===== config.mk =====
export PLATFORM = sky130hd
export DESIGN_NAME = add_resp_pipe
export DESIGN_NICKNAME = d
export VERILOG_FILES = /design/src/rtl/add_resp_pipe.sv
export SDC_FILE = /design/constraint.sdc
export NUM_CORES = 1
export LEC_CHECK = 0
export CORE_ASPECT_RATIO = 0.9
export CORE_MARGIN = 2
export CORE_UTILIZATION = 54
export DETAILED_ROUTE_END_ITERATION = 6
export GPL_TIMING_DRIVEN = 0
export PLACE_DENSITY = 0.82
export RECOVER_POWER = 100
export SLEW_MARGIN = 30
export SYNTH_ARGS = -nofsm -noshare
export SYNTH_HDL_FRONTEND = slang
export SYNTH_SLANG_ARGS = --single-unit
export TNS_END_PERCENT = 1

===== constraint.sdc =====
create_clock -name clk -period 2.3 [get_ports clk]
set_input_delay 0.46 -clock clk [delete_from_list [all_inputs] [get_ports clk]]
set_output_delay 0.46 -clock clk [all_outputs]
set_load 0.005 [all_outputs]

===== src/rtl/add_resp_pipe.sv =====
// rtl/add_resp_pipe.sv - two-operand adder with one stage register and credit-guarded result FIFO
//
// Purpose:
//   Accepts operand pairs on a valid/ready input, registers them in a single
//   stage (s1), and writes {sum, carry, overflow} into a small result FIFO.
//   Results leave through a valid/ready output in acceptance order.
//
// Ports:
//   clk        rising-edge clock
//   rst        synchronous active-high reset
//   in_valid   operand transaction valid
//   in_ready   block can accept an operand transaction
//   in_a/in_b  operands, DATA_WIDTH bits each
//   out_valid  FIFO head holds a result
//   out_ready  consumer accepts the head result
//   out_sum    (a+b) mod 2^DATA_WIDTH
//   out_carry  unsigned carry-out
//   out_ovf    two's-complement signed overflow
//   occupancy  FIFO entry count (stage register not included)
//   txn_count  completed output handshakes, wrapping

module add_resp_pipe #(
    parameter int DATA_WIDTH = 8,
    parameter int FIFO_DEPTH = 4,
    parameter int CNT_WIDTH  = 16
) (
    input  logic                          clk,
    input  logic                          rst,
    input  logic                          in_valid,
    output logic                          in_ready,
    input  logic [DATA_WIDTH-1:0]         in_a,
    input  logic [DATA_WIDTH-1:0]         in_b,
    output logic                          out_valid,
    input  logic                          out_ready,
    output logic [DATA_WIDTH-1:0]         out_sum,
    output logic                          out_carry,
    output logic                          out_ovf,
    output logic [$clog2(FIFO_DEPTH):0]   occupancy,
    output logic [CNT_WIDTH-1:0]          txn_count
);

    localparam int AW = $clog2(FIFO_DEPTH);
    localparam int OW = AW + 1;
    localparam int WW = DATA_WIDTH + 2;
    localparam logic [OW:0] DEPTH_L = (OW+1)'(FIFO_DEPTH);

    // Stage register
    logic                  r_s1_valid;
    logic [DATA_WIDTH-1:0] r_s1_a;
    logic [DATA_WIDTH-1:0] r_s1_b;

    // Result FIFO: word = {ovf, carry, sum}
    logic [WW-1:0]         r_mem [FIFO_DEPTH];
    logic [AW-1:0]         r_wr_ptr;
    logic [AW-1:0]         r_rd_ptr;
    logic [OW-1:0]         r_occ;
    logic [CNT_WIDTH-1:0]  r_txn;

    logic [DATA_WIDTH:0]   w_full_sum;
    logic                  w_ovf;
    logic [WW-1:0]         w_wr_word;
    logic [WW-1:0]         w_head;
    logic [OW:0]           w_used;
    logic                  w_accept;
    logic                  w_push;
    logic                  w_pop;
    logic                  w_nonempty;

    assign w_full_sum = {1'b0, r_s1_a} + {1'b0, r_s1_b};
    // Signed overflow: operands share a sign that the truncated sum does not.
    assign w_ovf      = (r_s1_a[DATA_WIDTH-1] == r_s1_b[DATA_WIDTH-1]) &&
                        (w_full_sum[DATA_WIDTH-1] != r_s1_a[DATA_WIDTH-1]);
    assign w_wr_word  = {w_ovf, w_full_sum};

    // Credits count the stage register as well as the FIFO, so whatever sits
    // in s1 always has a free slot waiting for it and s1 never stalls. Only
    // registered state feeds in_ready; a pop frees its credit one cycle later.
    assign w_used     = {1'b0, r_occ} + {{OW{1'b0}}, r_s1_valid};
    assign in_ready   = (w_used < DEPTH_L);

    assign w_nonempty = (r_occ != '0);
    assign w_accept   = in_valid && in_ready;
    assign w_push     = r_s1_valid;
    assign w_pop      = w_nonempty && out_ready;

    assign w_head     = r_mem[r_rd_ptr];
    assign out_valid  = w_nonempty;
    // Outputs read as zero when empty so stale entries are never visible.
    assign out_sum    = w_nonempty ? w_head[DATA_WIDTH-1:0] : '0;
    assign out_carry  = w_nonempty ? w_head[DATA_WIDTH]     : 1'b0;
    assign out_ovf    = w_nonempty ? w_head[DATA_WIDTH+1]   : 1'b0;
    assign occupancy  = r_occ;
    assign txn_count  = r_txn;

    always_ff @(posedge clk) begin
        if (rst) begin
            r_s1_valid <= 1'b0;
            r_s1_a     <= '0;
            r_s1_b     <= '0;
        end else begin
            r_s1_valid <= w_accept;
            if (w_accept) begin
                r_s1_a <= in_a;
                r_s1_b <= in_b;
            end
        end
    end

    // Storage array carries no reset; visibility is governed by occupancy.
    always_ff @(posedge clk) begin
        if (!rst && w_push) begin
            r_mem[r_wr_ptr] <= w_wr_word;
        end
    end

    always_ff @(posedge clk) begin
        if (rst) begin
            r_wr_ptr <= '0;
            r_rd_ptr <= '0;
            r_occ    <= '0;
            r_txn    <= '0;
        end else begin
            if (w_push) begin
                r_wr_ptr <= r_wr_ptr + AW'(1);
            end
            if (w_pop) begin
                r_rd_ptr <= r_rd_ptr + AW'(1);
                r_txn    <= r_txn + CNT_WIDTH'(1);
            end
            case ({w_push, w_pop})
                2'b10:   r_occ <= r_occ + OW'(1);
                2'b01:   r_occ <= r_occ - OW'(1);
                default: r_occ <= r_occ;
            endcase
        end
    end

endmodule


; ---- After elaboration in Yosys (flattened, before gate mapping)
; Memories as Yosys holds them, arrays and structs flattened. A register that Yosys moved wholly into a read port is not among the register bits.
; Cells that the tools add are included.
[classes]
magnitude_cmp = 1
n_reduce_logical = 7
n_mux = 8
n_addsub = 7
n_eq_ne = 4
[op_table]
columns = operator, n
row1 = 16-bit by 1-bit adder with 16-bit output (second input constant), 1
row2 = 8-bit by 8-bit adder with 9-bit output, 1
row3 = 8-bit 2-to-1 mux, 1
row4 = 3-bit case mux with 2 select lines, 1
row5 = 2-bit by 1-bit adder with 2-bit output (second input constant), 2
row6 = 3-bit by 1-bit adder with 4-bit output, 1
row7 = 1-bit logical AND, 4
row8 = 4-bit by 3-bit < comparator with 1-bit output (second input constant), 1
row9 = 1-bit 2-to-1 mux, 4
row10 = 2-bit 2-to-1 mux, 2
row11 = 3-bit by 1-bit adder with 3-bit output (second input constant), 1
row12 = 3-bit nonzero test, 1
row13 = 3-bit by 1-bit subtractor with 3-bit output (second input constant), 1
row14 = 2-bit by 1-bit == test with 1-bit output (second input constant), 1
row15 = 2-bit == test (second input constant), 1
row16 = 2-bit nonzero test, 1
row17 = 1-bit == test, 1
row18 = 1-bit logical NOT, 1
row19 = 1-bit != test, 1
[totals]
ram_bits = 40
inputBits = 20
elab_cells = 35
n_memories = 1
register_bits = 40
[memory_table]
columns = memory, depth, width, rd, rd_ports_with_merged_regs, wr, line
row1 = r_mem, 4, 10, 1, 1, 1, 53  ; logic [WW-1:0] r_mem [FIFO_DEPTH];

; ---- Longest topological paths before layout
[logic_depth]
ltp_word = 4
depth_mapped = 8
mapped_depth_nobuf = 7

; ---- Least setup slack after synthesis
; No wires, ideal clock.
[synth_timing]
kind = flip-flop to flip-flop
from = register r_occ[0] (netlist: occupancy[0])
to = register r_occ[2] (netlist: occupancy[2])
arrival_ps = 1885
required_time_ps = 2230
period_less_slack_ps = 1955
path_buffers = 1
slack_ps = 345
path_stages_with_launch = 9
setup_ps = 70
cell_sequence = dfxtp_1 > o31a_1 > buf_4 > ha_1 > inv_1 > fa_1 > xor2_1 > or3_1 > a21oi_1
[synth_via]
elab_chain_cells = 4
word_cells_on_any_way = 8
classes_between = 2 x add/sub / 2 x eq/ne / 1 x mux / 3 x reduce/logical
[synth_rtl]
columns = item, line
row1 = from (decl), 56  ; logic [OW-1:0] r_occ;
row2 = from (signal assigned), 131  ; 2'b10: r_occ <= r_occ + OW'(1);
row3 = from (signal assigned), 132  ; 2'b01: r_occ <= r_occ - OW'(1);
row4 = from (signal assigned), 133  ; default: r_occ <= r_occ;
row5 = branches (longest 4 deep; another with 3-bit by 1-bit subtractor with 3-bit output), -
; Several ways; the timed one is not identified.
; A chain may end at the register's enable or synchronous reset.

==> qor.yml <==
power:
  p_per_area_nw_per_um2: 930.0
  total_power_mw: 4.129
  ir_drop_v: 0.0005497
  p_leak_nw: 1.676
grt:
  grt_antenna_before_repair: 0
  first_global_vias: 2383
  grt_max_degree: 15
  grt.met1_usage: 0.2507
  grtUsageTotal: 0.2049
  grtUsageMet2: 0.3452
  overflow: 0
  grt_first_pass_wirelength_um: 11100
  grt_busiest_layer: "met2"
  grt_util_met3: 0.06098
sta:
  worst_pin_slew_ps: 767.7
  worst_clock_skew_ps: 8.986
  slew_headroom: 0.4879
  setup-violations-final: 0
  fin_setup_tns_ps: 0
  hold_viol_final: 0
  drv_slew: 0
  finalCriticalPeriod_ps: 2224
  post-route-period-util: 0.9667
  fmax_mhz: 449.7
  rsz0062_at_grt: "true"
logic_synthesis:
  syn_avg_cell_area_sq_um: 11.57
  synth_top_cell_by_area: "edfxtp_1"
  synth-main-ff-cell: "dfxtp_1"
  async_reset_ff_frac: 0
  ys_types: 37
  synth_top_area_frac: 0.3380
  ys_top_cells_by_area: "edfxtp_1 34%, dfxtp_1 24%, mux4_2 6.3%"
  synth_nets: 343
  ys_ff_latch: 82
  ys_warn_count: 0
  synth_edf_count: 40
  syn_inst: 307
  syn_area_sq_um: 3553
  seq_area_frac_synth: 0.5746
clocking:
  numCtsBuffers: 9
  ctsHtreeMaxLevel: 3
  cts_setup_buffers: 0
  cts_hold_buf: 0
  clk_pin_slew_ps: 80
  ctsRootBufferMaster: "clkbuf_8"
  cts_tree: "built"
  cts_buffer_depth: 2
  clock_sinks: 82
  clk_latency_ps: 350
floorplanning:
  dieHeight_um: 80.96
  start_util: 0.5483
  io_pins: 51
  coreArea_sq_um: 6481
  dieArea_sq_um: 7246
  std_cell_rows: 28
  die_w_um: 89.51
place:
  post-dp-hpwl_um: 4762
  placed_cell_area_sq_um: 4156
  gp_congestion: 0.7686
  port_buffers: 49
routing:
  drtIter0Drc: 115
  viasPerCell: 5.327
  postRouteAntennaNets: 0
  drt_wl_total_um: 6912
  post_drt_wl_per_cell_um: 14.96
  drc_errors: 0
  drtPass1Iterations: 4
  num_vias: 2461
setup_path:
  cp_slowest_cell: "mux4_2"
  cp_cell_sequence: "buf_8 -> mux4_2 -> nor2b_1 -> dlygate4sd2_1"
  crit_required_ps: 1840
  critPathArrivalTime_ps: 1760
  crit_fanout: 5
  critPathKind: "reg -> out"
  end_kind: "primary output"
  crit_path_start_kind: "register"
  max_stage_delay_ps: 500
cells_and_area:
  final_layout_size_suffix_gt1_frac: 0.09140
  area_delta_synth_final_pct: 24.93
  fillCellCount: 470
  design_area_sq_um: 4439
  nNetsFinal: 403
  insertedDiodeCount: 0
worst_hold_path:
  min_path_type: "in -> reg"
job:
  maxCapViolations: 0
status:
  status: "completed"
## layout make-up
class / instances / area [sq um] / area share
Buffer: 11 / 63.81 / 0.01437
Clock buffer: 9 / 123.9 / 0.02790
Clock inverter: 7 / 116.4 / 0.02621
Inverter: 9 / 33.78 / 0.007610
Multi-Input combinational cell: 204 / 1429 / 0.3219
Sequential cell: 82 / 2047 / 0.4611
Tap cell: 90 / 112.6 / 0.02537
Timing Repair Buffer: 50 / 513.0 / 0.1156
## repair_timing
item | CTS | global route
endpoints found under the setup margin | 11 | 12
cloned | 1 | 0
resized for setup | 17 | 11
## state kept, by name, indices dropped and copies added (netlist names), named ones only
register and count:
r_mem 40, txn_count 16, r_s1_a 8, r_s1_b 8
occupancy 3, r_rd_ptr 2, r_wr_ptr 2, r_s1_valid 1
## cells in the mapped netlist (2+ instances only)
library cell,count
nor2b_1,11
a211oi_1,2
clkbuf_1,9
or3_1,7
xor2_1,10
edfxtp_1,40
nor3_1,2
nand2_1,37
and4_1,2
o21ai_1,4
and2_1,6
dfxtp_1,42
nor2_1,26
nand3_1,6
buf_2,2
a21o_1,2
nand4_1,3
ha_1,14
fa_1,2
a21oi_1,30
inv_1,9
mux2i_1,2
o21ai_0,9
mux4_2,10
xnor2_1,8
## worst max-delay path: cells and delay by family, from the launching register on
kind | cells | cell delay (ps)
AND/OR/NAND/NOR | 1 | 140
multiplexers | 1 | 500
buffers and inverters | 2 | 400
flip-flops | 1 | 400
## power breakdown
| group | total (mW) | switching, mW | internal (mW) |
|---|---|---|---|
| clock network | 1.24 | 0.516 | 0.721 |
| logic | 1.10 | 0.486 | 0.616 |
| registers | 1.79 | 0.114 | 1.68 |
| total | 4.13 | 1.12 | 3.01 |
## stage by stage
stage | util | std cells | setup WS, ps | hold slack (ps)
3_5_place_dp | 0.6413 | 446 | -285.2 | 457.8
5_1_grt | 0.6849 | 462 | -10.95 | 419.7
3_3_place_gp | 0.6413 | 446 | -225.1 | 447.0
4_1_cts | 0.6844 | 462 | -95.12 | 416.3
6_report | 0.6849 | 462 | 76.50 | 425.9
2_1_floorplan | - | 307 | 344.8 | 440.0
## final timing paths
kind / cells past startpoint / slack, ps / startpoint / end
setup / recovery: 4 / 80 / register / out_sum[0]
hold / removal: 2 / 430 / rst / r_s1_b[4]
setup reg to reg: 6 / 180 / r_s1_a[0] / r_mem[0][6]
hold reg to reg: 2 / 470 / r_s1_b[5] / r_s1_b[5]
## kinds of logic (layout without fill, tap and decap cells)
logic type / count (synthesis) / count (layout) / share of synthesized area
flip-flops: 82 / 82 / 0.5746
XOR/XNOR: 18 / 18 / 0.04437
adder cells (fa/ha/maj): 16 / 16 / 0.06056
multiplexers: 13 / 13 / 0.07218
buffers and inverters: 21 / 86 / 0.02394
AND/OR/NAND/NOR: 104 / 104 / 0.1419
AO/OA/AOI/OAI: 53 / 53 / 0.08239
## layer usage
metal | wire, um | part of all wire | up-vias
met1 | 2932 | 0.42 | 1175
met4 | 86 | 0.012 | 0
met3 | 403 | 0.058 | 9
li1 | - | - | 1210
met5 | 0 | 0 | -
met2 | 3490 | 0.50 | 67
## placed cells by master, fill, tap and decap left out, types with 8 or more instances in the layout
cell type and instances:
a21oi_1 30, clkbuf_1 8, clkbuf_8 9, clkdlybuf4s50_1 22
dfxtp_1 40, dlygate4sd3_1 17, edfxtp_1 40, ha_1 13
inv_1 9, mux4_2 10, nand2_1 37, nor2_1 26
nor2b_1 11, o21ai_0 9, xnor2_1 8, xor2_1 10
(Power assumes the default switching activity.)
